<file path="src/rtl/pipeline_hazard_ctrl.sv">
// Pipeline latch control: per-latch enable/stall/nop, PC enable, halt and a dmem watchdog.
// Optional performance counters are built when HAZARD_PERF_COUNTERS_EN is defined.
package cpu_types_pkg;
    typedef enum logic [1:0] {
        PIPE_ENABLE = 2'd0,
        PIPE_STALL  = 2'd1,
        PIPE_NOP    = 2'd2
    } pipe_state_t;
endpackage

// state  | meaning
// RUN    | normal issue, hazards resolved combinationally
// DWAIT  | data memory access outstanding, watchdog counting
// HALTED | halt retired, pipeline frozen until reset
module pipeline_hazard_ctrl
    import cpu_types_pkg::*;
#(
    parameter int DWAIT_TIMEOUT = 255
`ifdef HAZARD_PERF_COUNTERS_EN
    ,
    parameter int CNT_W = 32
`endif
) (
    input  logic        CLK,
    input  logic        nRST,
    input  logic        ihit,
    input  logic        dhit,
    input  logic        dREN_mem,
    input  logic        dWEN_mem,
    input  logic        dREN_ex,
    input  logic [4:0]  rt_ex,
    input  logic [4:0]  rs_dec,
    input  logic [4:0]  rt_dec,
    input  logic        uses_rt_dec,
    input  logic        branch_taken_ex,
    input  logic        halt_mem,
    output pipe_state_t fd_state,
    output pipe_state_t de_state,
    output pipe_state_t em_state,
    output pipe_state_t mw_state,
    output logic        pc_en,
    output logic        halt,
    output logic        mem_timeout
`ifdef HAZARD_PERF_COUNTERS_EN
    ,
    output logic [CNT_W-1:0] stall_cycles,
    output logic [CNT_W-1:0] flush_count
`endif
);

    typedef enum logic [1:0] {RUN, DWAIT, HALTED} ctrl_state_t;

    localparam int WAIT_W = $clog2(DWAIT_TIMEOUT + 1);
    localparam logic [WAIT_W-1:0] WAIT_MAX = WAIT_W'(DWAIT_TIMEOUT);

    ctrl_state_t       state, state_nxt;
    logic [WAIT_W-1:0] wait_cnt, wait_cnt_nxt;
    logic              dmem_pend;
    logic              load_use;

    assign dmem_pend = (dREN_mem | dWEN_mem) & ~dhit;
    assign load_use  = dREN_ex && (rt_ex != 5'd0) &&
                       ((rt_ex == rs_dec) || (uses_rt_dec && (rt_ex == rt_dec)));

    always_ff @(posedge CLK or negedge nRST) begin
        if (!nRST) begin
            state       <= RUN;
            wait_cnt    <= '0;
            halt        <= 1'b0;
            mem_timeout <= 1'b0;
        end else begin
            state       <= state_nxt;
            wait_cnt    <= wait_cnt_nxt;
            halt        <= halt | (state_nxt == HALTED);
            mem_timeout <= mem_timeout | (wait_cnt_nxt == WAIT_MAX);
        end
    end

    // A pending halt waits behind the data access; it retires with the dhit.
    always_comb begin
        state_nxt = state;
        case (state)
            RUN: begin
                if (dmem_pend)
                    state_nxt = DWAIT;
                else if (halt_mem)
                    state_nxt = HALTED;
            end
            DWAIT: begin
                if (dhit)
                    state_nxt = halt_mem ? HALTED : RUN;
            end
            HALTED:  state_nxt = HALTED;
            default: state_nxt = RUN;
        endcase
    end

    always_comb begin
        wait_cnt_nxt = '0;
        if (state == DWAIT && state_nxt == DWAIT)
            wait_cnt_nxt = (wait_cnt == WAIT_MAX) ? wait_cnt : wait_cnt + 1'b1;
    end

    always_comb begin
        pc_en    = 1'b1;
        fd_state = PIPE_ENABLE;
        de_state = PIPE_ENABLE;
        em_state = PIPE_ENABLE;
        mw_state = PIPE_ENABLE;
        if (!nRST) begin
            pc_en    = 1'b0;
            fd_state = PIPE_NOP;
            de_state = PIPE_NOP;
            em_state = PIPE_NOP;
            mw_state = PIPE_NOP;
        end else if (state == HALTED) begin
            pc_en    = 1'b0;
            fd_state = PIPE_STALL;
            de_state = PIPE_STALL;
            em_state = PIPE_STALL;
            mw_state = PIPE_STALL;
        end else if (dmem_pend) begin
            pc_en    = 1'b0;
            fd_state = PIPE_STALL;
            de_state = PIPE_STALL;
            em_state = PIPE_STALL;
            mw_state = PIPE_NOP;
        end else if (branch_taken_ex && ihit) begin
            fd_state = PIPE_NOP;
            de_state = PIPE_NOP;
        end else if (branch_taken_ex) begin
            // Hold the branch in EX until the redirected fetch lands.
            pc_en    = 1'b0;
            fd_state = PIPE_NOP;
            de_state = PIPE_STALL;
            em_state = PIPE_NOP;
        end else if (load_use) begin
            pc_en    = 1'b0;
            fd_state = PIPE_STALL;
            de_state = PIPE_NOP;
        end else if (!ihit) begin
            pc_en    = 1'b0;
            fd_state = PIPE_NOP;
        end
    end

`ifdef HAZARD_PERF_COUNTERS_EN
    logic flush_take;
    assign flush_take = (state != HALTED) && !dmem_pend && branch_taken_ex && ihit;

    always_ff @(posedge CLK or negedge nRST) begin
        if (!nRST) begin
            stall_cycles <= '0;
            flush_count  <= '0;
        end else begin
            if (!pc_en && state != HALTED)
                stall_cycles <= stall_cycles + 1'b1;
            if (flush_take)
                flush_count <= flush_count + 1'b1;
        end
    end
`endif

endmodule

</file>
<file path="config.mk">
export PLATFORM = sky130hd
export DESIGN_NAME = pipeline_hazard_ctrl
export DESIGN_NICKNAME = d
export VERILOG_FILES = /design/src/rtl/pipeline_hazard_ctrl.sv
export SDC_FILE = /design/constraint.sdc
export NUM_CORES = 1
export LEC_CHECK = 0
export ABC_AREA = 1
export CAP_MARGIN = 20
export CORE_AREA = 5 5 58 60
export CTS_BUF_LIST = sky130_fd_sc_hd__clkbuf_8
export DETAILED_ROUTE_END_ITERATION = 8
export DIE_AREA = 0 0 63 65
export PLACE_DENSITY = 0.67
export SYNTH_ARGS = -nofsm -noshare
export SYNTH_HDL_FRONTEND = slang
export SYNTH_SLANG_ARGS = --single-unit
</file>
<file path="constraint.sdc">
create_clock -name CLK -period 2.9 [get_ports CLK]
set_input_delay 0.29 -clock CLK [delete_from_list [all_inputs] [get_ports CLK]]
set_output_delay 0.29 -clock CLK [all_outputs]
set_load 0.03 [all_outputs]
</file>
==> impl_results.md <==
- Internal power: 0.000381 W
- Depth of the CTS H-tree: 1
- Worst-Margin Slew: 343 ps
- Reg-to-Reg End: mem_timeout
- Pleak: 0.726 nW
- Dpl cells: 231
- Final min period: 2510 ps
- Clk_skew: 6.65 ps
- 1st-iter DRT viols: 41
- Sw Pwr: 0.000221 W
- Largest family of logic cells by synthesized area: simple AND/OR/NAND/NOR gates
- Post-synthesis mux area share: 0
- Row Count: 20
- Root buffer cell: clkbuf_8
- Startpoint Class: primary input
- CP Max Fanout: 4
- Biggest area consumer among synthesized cells: dfrtp_1
- Total grt overflow: 0
- Fill count: 283
- Die area: 4100 um2
- Fin crit share: 0.867
- DRC violations left: 0
- Met1 WL: 1.11 mm
- Sequential share of the synthesized area: 0.299
- Layout net count: 229
- Critical Path AT: 2220 ps
- Max IR drop VDD: 0.194 mV
- Vias/cell: 4.68
- Reg2reg start: wait_cnt[0]
- Average wire per standard cell: 11.0 um
- Clock sinks: 12
- Post-Synth Adder-Cell Area: 0.0124
- Area share of the largest cell type after synthesis: 0.299
- Overall global routing resource usage: 0.129
- Max Cap Viol: 0
- Critical path endpoint category: primary output
- Clock share of power: 0.248
- IO Pins: 36
- Post-Synthesis Cells: 162
- Met2 routed WL: 1.32 mm
- First-pass GRT wire length: 4.41 mm
- Die X: 63 um
- DR pass1 iterations: 4
- Part of the power in combinational logic: 0.435
- Sw Ratio: 0.367
- Register Area: 300 um2
- Final slew viol count: 0
- Maximum clock path buffer count: 2
- Setup bufs post-CTS: 0
- Synth Cell Area: 1010 um2
- Post-synth EDFFs: 0
- CTS Buf Count: 3
- Met3 WL post-DR: 108 um
- Final setup TNS: 0 ps
- Yosys warns: 0
- Number of global-route vias before repair: 1092
- Distinct cells, synth: 23
- Via count: 1095
- Die H: 65 um
- Seq cells post-synth: 12
- Antenna violations before repair: 0
- RSZ-0062 raised after global routing: false
- Max_slew headroom: 0.771
- Crit Path Class: in -> out
- Prevailing post-synth register cell: dfrtp_1
- XOR/XNOR Fraction of Synth Area: 0.0174
- Setup violations, final: 0
- Largest net degree at the start of global routing: 17
- Hold Fails Final Rpt: 0
- Port Buffer Count: 35
- Final WL: 2.57 mm
- GPL Wtd Cong: 0.937
- Worst min-delay path category: in -> async
- Reg2Reg Depth: 11
- Post-DP HPWL: 2.17 mm
- Run status: finished, final reports clean
- Initial Util: 0.350
- Top sig layer: met4
- Complex-gate fraction of the synthesized area: 0.101
- Simple-gate share of the synthesized area: 0.442
- Share of post-route cells with drive strength above 1: 0.0796
- Clock Latency Late Sink: 240 ps
- Clock slew at reported path FFs: 50 ps
- TritonCTS clock tree: built
- Final non-filler cell total: 234
- Syn nets: 188
- FFs w/ async S/R, synth: 1.00
- Area Growth Syn to Fin: 43.8%
- Multi-input logic area: 576 um2
- Top cells by area, synth: dfrtp_1, nand2_1, inv_1
- Post-CTS sizing: 0
- Cell Pwr Density: 417 nW/um2
- Mean Syn Cell Area: 6.21 um2
- Final ANT Viol Nets: 0
- Flop2flop setup slack: 1370 ps
- CP required: 2610 ps
- Inserted Diodes: 0
- Sequential share of power: 0.317
- Cts-stage hold buffer count: 0
- Core footprint: 2880 um2
- Fmax: 398 MHz
-- sequential cells by signal (all words and copies together) (netlist names) --
signal / cells
halt: 1
mem_timeout: 1
state: 2
wait_cnt: 8
-- layout by cell type, fill, tap and decap left out, types with 2 or more instances in the layout --
cell,count
clkbuf_8,3
a31oi_1,3
o21ai_0,4
nand3_1,15
nand2_2,3
inv_1,33
xnor2_1,2
nor2_4,3
clkdlybuf4s50_1,35
dfrtp_1,12
a21oi_1,6
nor2_1,23
nand2_1,46
-- per-stage QoR --
step / total power, W / instance area (um2) / worst slack, ps / util / hold slack [ps]
final: 0.000603 / 1450 / 387 / 0.503 / 397
after global routing: 0.000642 / 1450 / 213 / 0.503 / 442
after CTS: 0.000610 / 1450 / 387 / 0.503 / 414
after detailed placement: 0.000458 / 1410 / 389 / 0.488 / 457
after global placement: 0.000455 / 1410 / 406 / 0.488 / 448
after floorplan: 0.000346 / 1010 / 1070 / - / -5.59
-- metal layers --
layer,global-route usage,vias up
met1,0.148,491
met5,0,-
met2,0.232,21
li1,-,580
met3,0.0208,3
met4,0.0557,0
-- worst max path at each step --
stage | slack (ps) | endpoint | from
3_5_place_dp | 390 | fd_state[0] | rt_ex[4]
3_3_place_gp | 410 | fd_state[1] | rt_ex[2]
4_1_cts | 390 | fd_state[0] | rt_ex[4]
2_1_floorplan | 1070 | de_state[1] | state[1]
6_report | 390 | fd_state[0] | rt_ex[4]
5_1_grt | 210 | fd_state[1] | rt_ex[2]
-- cell usage after synthesis (2+ instances only) --
| cell type | number |
|---|---|
| nand2_1 | 46 |
| inv_1 | 33 |
| nor2_1 | 23 |
| nand3_1 | 15 |
| dfrtp_1 | 12 |
| a21oi_1 | 6 |
| o21ai_0 | 4 |
| a31oi_1 | 3 |
| nand2_2 | 3 |
| nor2_4 | 3 |
| xnor2_1 | 2 |
-- cell type report --
class / count / share of cell area
multi-input combinational: 116 / 0.398
tap: 33 / 0.0285
inverter: 34 / 0.0900
timing repair buffer: 36 / 0.247
sequential: 12 / 0.208
clock buffer: 3 / 0.0285
-- power groups by stage --
stage / Sequential [W] / Combinational, W / Clock, W
after floorplan: 0.000190 / 0.000155 / 0
after global placement: 0.000193 / 0.000262 / 0
after detailed placement: 0.000193 / 0.000264 / 0
after CTS: 0.000191 / 0.000265 / 0.000154
after global routing: 0.000193 / 0.000289 / 0.000160
final: 0.000191 / 0.000262 / 0.000149
-- critical path: stages --
cell,delay (ps)
clkdlybuf4s50_1,530
inv_1,80
nand2_1,70
nand2_1,50
nor2_1,110
nand3_1,80
nand2_1,90
nand3_1,90
a21oi_1,140
clkdlybuf4s50_1,690
-- logic make-up (layout without fill, tap and decap cells) --
family                   count (synthesis)  after routing
AO/OA/AOI/OAI                           17             17
adder cells (fa/ha/maj)                  1              1
flip-flops                              12             12
XOR/XNOR                                 2              2
buffers and inverters                   34             73
AND/OR/NAND/NOR                         96             96
Note: power is estimated with default switching activity, not from simulation.
